### config.mk
export PLATFORM = sky130hd
export DESIGN_NAME = regfile_mp
export DESIGN_NICKNAME = d
export VERILOG_FILES = /design/src/rtl/regfile_mp.sv
export SDC_FILE = /design/constraint.sdc
export NUM_CORES = 2
export LEC_CHECK = 0
export BUFFER_PORTS_ARGS = -buffer_cell sky130_fd_sc_hd__buf_2
export CAP_MARGIN = 20
export CORE_MARGIN = 5
export CORE_UTILIZATION = 40
export DETAILED_ROUTE_END_ITERATION = 8
export PLACE_DENSITY_LB_ADDON = 0.15
export REMOVE_ABC_BUFFERS = 1
export SLEW_MARGIN = 20
export SYNTH_ARGS = -nofsm -noshare
export SYNTH_HDL_FRONTEND = slang
export SYNTH_SLANG_ARGS = --single-unit
### constraint.sdc
create_clock -name clk -period 4.15 [get_ports clk]
set_clock_uncertainty 0.1 [all_clocks]
set_input_delay 0.83 -clock clk [delete_from_list [all_inputs] [get_ports clk]]
set_output_delay 0.83 -clock clk [all_outputs]
set_load 0.01 [all_outputs]
### src/rtl/regfile_mp.sv
`default_nettype none
// ============================================================================
// Module   : regfile_mp
// Purpose  : Parametrised multi-port register file. It has NRD combinational
//            read ports, two registered write ports (port 1 wins on an address
//            collision), and a per-register busy scoreboard for hazard
//            detection. After reset, a sequencer zeroes the array.
// Ports    : clk, resetn (async active-low)
//            ready                   - high once the clear sequence finished
//            raddr/rdata/rbusy       - packed read ports (NRD lanes)
//            we0/waddr0/wdata0       - write port 0
//            we1/waddr1/wdata1       - write port 1 (priority on same address)
//            set_busy/set_addr       - mark a register busy
//            flush                   - clear every busy bit
// Options  : `define REGFILE_MP_BYPASS_EN enables same-cycle write-to-read
//            bypass while in RUN.
// Revision : 1.0 - initial release
// ============================================================================
module regfile_mp #(
    parameter int DATA_W   = 32,
    parameter int DEPTH    = 32,
    parameter int NRD      = 2,
    parameter int ZERO_REG = 1,
    localparam int AW      = $clog2(DEPTH)
) (
    input  logic                  clk,
    input  logic                  resetn,
    output logic                  ready,
    input  logic [NRD*AW-1:0]     raddr,
    output logic [NRD*DATA_W-1:0] rdata,
    output logic [NRD-1:0]        rbusy,
    input  logic                  we0,
    input  logic [AW-1:0]         waddr0,
    input  logic [DATA_W-1:0]     wdata0,
    input  logic                  we1,
    input  logic [AW-1:0]         waddr1,
    input  logic [DATA_W-1:0]     wdata1,
    input  logic                  set_busy,
    input  logic [AW-1:0]         set_addr,
    input  logic                  flush
);

    localparam logic [0:0]    S_CLEAR = 1'b0;
    localparam logic [0:0]    S_RUN   = 1'b1;
    localparam logic [AW-1:0] C_LAST  = AW'(DEPTH - 1);

    logic [0:0]        state_q, state_d;
    logic [AW-1:0]     cnt_q, cnt_d;
    logic [DEPTH-1:0]  busy_q, busy_d;
    logic [DATA_W-1:0] mem_q [DEPTH];

    logic w_run;
    logic w_wr0;
    logic w_wr1;
    logic w_set;

    assign w_run = (state_q == S_RUN);
    assign ready = w_run;

    // Register 0 is hard-wired to zero when ZERO_REG is set, so writes and
    // busy marks aimed at it are discarded.
    assign w_wr0 = w_run && we0 && !((ZERO_REG != 0) && (waddr0 == '0));
    assign w_wr1 = w_run && we1 && !((ZERO_REG != 0) && (waddr1 == '0));
    assign w_set = w_run && set_busy && !((ZERO_REG != 0) && (set_addr == '0));

    // ------------------------------------------------------------------
    // Clear sequencer: one array entry per cycle, then RUN until reset
    // ------------------------------------------------------------------
    always_comb begin
        state_d = state_q;
        cnt_d   = cnt_q;
        if (state_q == S_CLEAR) begin
            cnt_d = cnt_q + 1'b1;
            if (cnt_q == C_LAST) begin
                state_d = S_RUN;
                cnt_d   = '0;
            end
        end
    end

    always_ff @(posedge clk or negedge resetn) begin
        if (!resetn) begin
            state_q <= S_CLEAR;
            cnt_q   <= '0;
        end else begin
            state_q <= state_d;
            cnt_q   <= cnt_d;
        end
    end

    // ------------------------------------------------------------------
    // Storage array (no reset; zeroed by the sequencer). The port 1
    // assignment comes last so that it wins a same-address collision.
    // ------------------------------------------------------------------
    always_ff @(posedge clk) begin
        if (state_q == S_CLEAR) begin
            mem_q[cnt_q] <= '0;
        end else begin
            if (w_wr0) begin
                mem_q[waddr0] <= wdata0;
            end
            if (w_wr1) begin
                mem_q[waddr1] <= wdata1;
            end
        end
    end

    // ------------------------------------------------------------------
    // Busy scoreboard: flush > set > write-clear
    // ------------------------------------------------------------------
    always_comb begin
        busy_d = busy_q;
        if (w_run) begin
            if (flush) begin
                busy_d = '0;
            end else begin
                if (we0) begin
                    busy_d[waddr0] = 1'b0;
                end
                if (we1) begin
                    busy_d[waddr1] = 1'b0;
                end
                // Applied after the write-clears so that a new producer
                // issued in the same cycle keeps the register busy.
                if (w_set) begin
                    busy_d[set_addr] = 1'b1;
                end
            end
        end
        if (ZERO_REG != 0) begin
            busy_d[0] = 1'b0;
        end
    end

    always_ff @(posedge clk or negedge resetn) begin
        if (!resetn) begin
            busy_q <= '0;
        end else begin
            busy_q <= busy_d;
        end
    end

    // ------------------------------------------------------------------
    // Read ports
    // ------------------------------------------------------------------
    for (genvar gi = 0; gi < NRD; gi++) begin : g_rd
        logic [AW-1:0]     w_ra;
        logic [DATA_W-1:0] w_data;
        logic              w_busy;

        assign w_ra = raddr[gi*AW +: AW];

        always_comb begin
            w_data = '0;
            w_busy = 1'b0;
            if (w_run) begin
                w_data = mem_q[w_ra];
                w_busy = busy_q[w_ra];
`ifdef REGFILE_MP_BYPASS_EN
                // A write in flight retires its producer this cycle. Only a
                // new producer issued at the same time keeps the register busy.
                if (we1 && (waddr1 == w_ra)) begin
                    w_data = wdata1;
                    w_busy = set_busy && (set_addr == w_ra);
                end else if (we0 && (waddr0 == w_ra)) begin
                    w_data = wdata0;
                    w_busy = set_busy && (set_addr == w_ra);
                end
`endif
                if ((ZERO_REG != 0) && (w_ra == '0)) begin
                    w_data = '0;
                    w_busy = 1'b0;
                end
            end
        end

        assign rdata[gi*DATA_W +: DATA_W] = w_data;
        assign rbusy[gi]                  = w_busy;
    end

endmodule
`default_nettype wire
==> Yosys cells after proc, flatten, opt, wreduce, memory -nomap -nowiden <==
Memory sizes are Yosys's and may differ from the RTL's.
Index checks and enable logic that the tools add are counted.
{ "classes": {"bitwise": 5, "n_mux": 39, "n_addsub": 1, "eq_ne": 1, "n_reduce_logical": 18, "n_lt_le_gt_ge": 8} }
{ "ops": {"columns": ["op", "count"], "rows": [
  ["2-to-1 mux 32 bit", 13],
  ["AND 32 bit", 2],
  ["inverter 32 bit", 2],
  ["bitwise OR 32 bit", 1],
  ["OR reduction 32 bit", 1],
  ["< comparator 5 x 6 -> 1 bit (second input constant)", 5],
  ["logical NOT 5 bit", 5],
  ["2-to-1 mux 1 bit", 19],
  ["demux 1 bit (select 5 bit)", 3],
  [">= comparator 5 x 1 -> 1 bit (second input constant)", 3],
  ["binary-select mux 1 bit (select 5 bit)", 2],
  ["2-to-1 mux 5 bit", 2],
  ["logical AND 1 bit", 9],
  ["adder 5 x 1 -> 5 bit (second input constant)", 1],
  ["equality test 5 bit (second input constant)", 1],
  ["logical NOT 1 bit", 3]
]} }
{ "totals": {"in_bits": 95, "register_bits": 37, "word_cells": 76, "ram_bits": 1024, "memories": 1} }
{ "memory_table": {"columns": ["name", "depth", "width", "read_ports", "rd_ports_with_merged_regs", "write_ports", "line", "rtl"], "rows": [
  ["mem_q", 32, 32, 2, 0, 2, "50", "logic [DATA_W-1:0] mem_q [DEPTH];"]
]} }

==> Logic depth before layout (Yosys ltp) <==
{ "depth": {"ltp_word": 16, "ltp_mapped": 10, "mapped_depth_nobuf": 6} }

==> Least setup slack after synthesis <==
OpenSTA, ideal clock, no wires.
{ "synth_timing": {"kind": "input to register", "start": "in waddr0[1]", "end": "mem mem_q[2][0] (enable)", "stages": 6, "arrival_ns": 4.223, "path_buffers": 2, "slack_ns": -0.645, "required_ns": 3.578, "path_cell_list": "clkbuf_1 > nor2_2 > a21boi_2 > buf_2 > o21a_1 > o32ai_1"} }
{ "synth_rtl": {"columns": ["element", "line", "rtl"], "rows": [
  ["start: declaration", "33", "input logic [AW-1:0] waddr0,"],
  ["end: declaration", "50", null]
]} }

==> Worst setup path after layout <==
{ "layout_timing": {"start": "reg state_q, in the netlist ready", "end": "out rdata[53]"} }
{ "layout_via": {"elab_chain_len": 1} }
{ "layout_rtl": {"columns": ["element", "line", "rtl"], "rows": [
  ["start: declaration", "47", "logic [0:0] state_q, state_d;"],
  ["start signal: assignment", "86", "state_q <= state_d;"],
  ["2-to-1 mux 32 bit", "156", "if (w_run) begin"],
  ["end: declaration", "30", "output logic [NRD*DATA_W-1:0] rdata,"]
]} }
No other way between the ends.

==> results.yml <==
critical_path:
  reg2reg_slack_ns: 0.74
  cp-end-kind: "output pin"
  r2r_cells: 6
  worstPathRequired_ns: 3.22
  critPathArrivalTime_ns: 3.06
  r2r-start: "ready"
  worstPathMaxFanout: 22
  criticalPathCategory: "flip-flop to output pin"
  worstSetupStartpointType: "flip-flop"
  rr_endpoint: "mem_q[5][4]"
placed_design:
  port-buffer-count: 161
  placed_area_mm2: 0.0649
  gp_congestion: 0.832
  place_hpwl_um: 132000
  placed_cells: 7077
global_routing:
  grt_pass1_vias: 44037
  grt_pass1_wl_um: 323000
  gr-total-overflow: 0
  grtUsageTotal_pct: 28.1
  grt_max_degree: 65
  antenna_found_initial: 8
flow_run:
  max-cap-violations: 0
detailed_routing:
  dr.pass1.iters: 7
  wl_per_cell_um: 31.0
  drtIter0Drc: 5156
  dr_total_vias: 45510
  drc_errors: 0
  wirelength_um: 226000
  ant_nets: 0
  vias_per_cell: 6.23
floorplanning:
  die_y_um: 399
  ios: 162
  dieArea_mm2: 0.159
  fp.dieW_um: 399
  start_util_pct: 40.3
  core_area_mm2: 0.150
  placementRows: 142
power:
  ir_worst_vdd_uv: 340
  p_total_mw: 24.9
  powerDensity_mw_per_mm2: 363
  p_leak_nw: 23.7
synthesis:
  yosys.area.top_type: "edfxtp_1"
  syn_avg_cell_area_um2: 11.5
  synth_area_mm2: 0.0605
  synth_top_area_share_pct: 50.8
  yosys_warnings: 0
  postSynthCellCount: 5281
  synthArstFlopShare_pct: 3.49
  yosys_most_used_dff: "edfxtp_1"
  synth_seq_cells: 1061
  synth_edf_count: 1024
  synth_cell_types: 64
  synth.yosys.seq_area_share_pct: 52.3
  netlist_top_cells_area: "edfxtp_1, mux4_2, o21ai_0"
  synthTopCellsByCount: "nand2_1, edfxtp_1, o21ai_0"
  yosysMostFrequentCell: "nand2_1"
cells_and_area:
  final_area_mm2: 0.0687
  drive_gt1_share_pct: 20.4
  area_delta_synth_final_pct: 13.5
  fin_nets: 5281
  instances_no_fill: 7306
worst_hold_path:
  hold_class: "input pin to asynchronous set/reset pin"
timing:
  setup_viol: 0
  rsz0062_at_grt: "false"
  post-route-period-util_pct: 96.2
  fmax_ghz: 0.250
  worstMarginPinSlew_ns: 0.974
  period_minus_slack_ns: 3.99
  hold_viol: 0
  drv_slew: 0
  whs_ns: 0.0843
  relSlewSlack_pct: 35.1
cts:
  postCtsSetupBuffers: 0
  cts_resized: 0
  hold_buffers: 0
  htree_levels: 3
  root_buffer: "clkbuf_16"
  clk_latency_ns: 0.75
  clk_pin_slew_ns: 0.06
  clk_path_buf_depth: 3
  numCtsBuffers: 121
  cts_num_sinks: 1061
  cts_tree: "built"
outcome:
  status: "finished, final reports clean"
logic make-up (layout without fill, tap and decap cells):
logic type / count (synthesis) / count (layout) / synth area share (%)
simple gates: 1410 / 1410 / 10.0
flops: 1061 / 1061 / 52.3
buf+inv: 671 / 676 / 4.75
compound gates: 1470 / 1470 / 13.7
fa+ha+maj: 2 / 2 / 0.0413
mux: 667 / 667 / 19.1
other cells: 0 / 4 / 0
layer usage:
metal  part of all wire [%]  vias to the layer above  global-route usage [%]
li1                       -                    19866                       -
met1                     41                    22916                    39.2
met2                     46                     2262                    45.2
met3                    8.4                      460                    4.22
met4                    3.9                        6                    9.49
met5                  0.021                        -                       0
how the worst max path moves through the flow:
stage	endpoint	start	slack, ns	cells past startpoint
CTS	rdata[12]	ready	0.12	6
finish	rdata[53]	ready	0.16	6
global placement	rdata[48]	raddr[5]	0.19	7
detailed placement	rdata[48]	raddr[5]	0.19	7
global route	rdata[53]	ready	0.07	6
floorplan	mem_q[12][0]	ready	-3.02	3
worst max-delay path, cell delays in order, from the launching register on:
cell     delay (ns)
dfrtp_2        0.65
and4_2         0.59
buf_4          0.38
a22o_1         0.21
a31oi_1        0.09
nand4_1        0.19
buf_2          0.16
sequential cells by signal, summed over array words and instances (netlist names):
signal and count:
mem_q 1024, ready 1, cnt_q 5, busy_q 31
cell usage in the layout, fill, tap and decap left out, types with 36 or more instances in the layout:
cell type / count
clkbuf_16: 122
dfrtp_1: 36
and3_1: 36
inv_1: 39
mux4_2: 391
mux2i_1: 272
buf_12: 98
nand4_1: 69
edfxtp_1: 1024
buf_2: 157
nand3_1: 79
a21oi_1: 67
buf_4: 153
nand2_1: 1108
a22oi_1: 200
o21ai_0: 1006
final cells by class:
| type | count | area [µm²] |
|---|---|---|
| flip-flops and latches | 1061 | 31700 |
| clock inverters | 81 | 609 |
| multi-input cells | 3549 | 26600 |
| clock buffers | 144 | 3140 |
| diodes | 4 | 10.0 |
| inverters | 39 | 146 |
| repair buffers | 412 | 3960 |
| well taps | 2016 | 2520 |
| fillers | 13545 | 81400 |
power by group:
part / switching (mW) / leakage [nW] / internal [mW] / total [mW]
Clock: 4.62 / 1.84 / 5.80 / 10.4
Sequential: 0.0137 / 11.1 / 11.8 / 11.8
Combinational: 1.73 / 10.7 / 0.947 / 2.68
Total: 6.36 / 23.7 / 18.6 / 24.9
through the flow:
stage | TNS, ns | utilization [%] | worst slack [ns]
detailed placement | 0 | 43.3 | 0.192
CTS | 0 | 45.8 | 0.124
global placement | 0 | 43.3 | 0.185
floorplan | -1389.29 | - | -3.02
global route | 0 | 45.8 | 0.0672
finish | 0 | 45.8 | 0.158
Note: power is estimated with default switching activity, not from simulation.
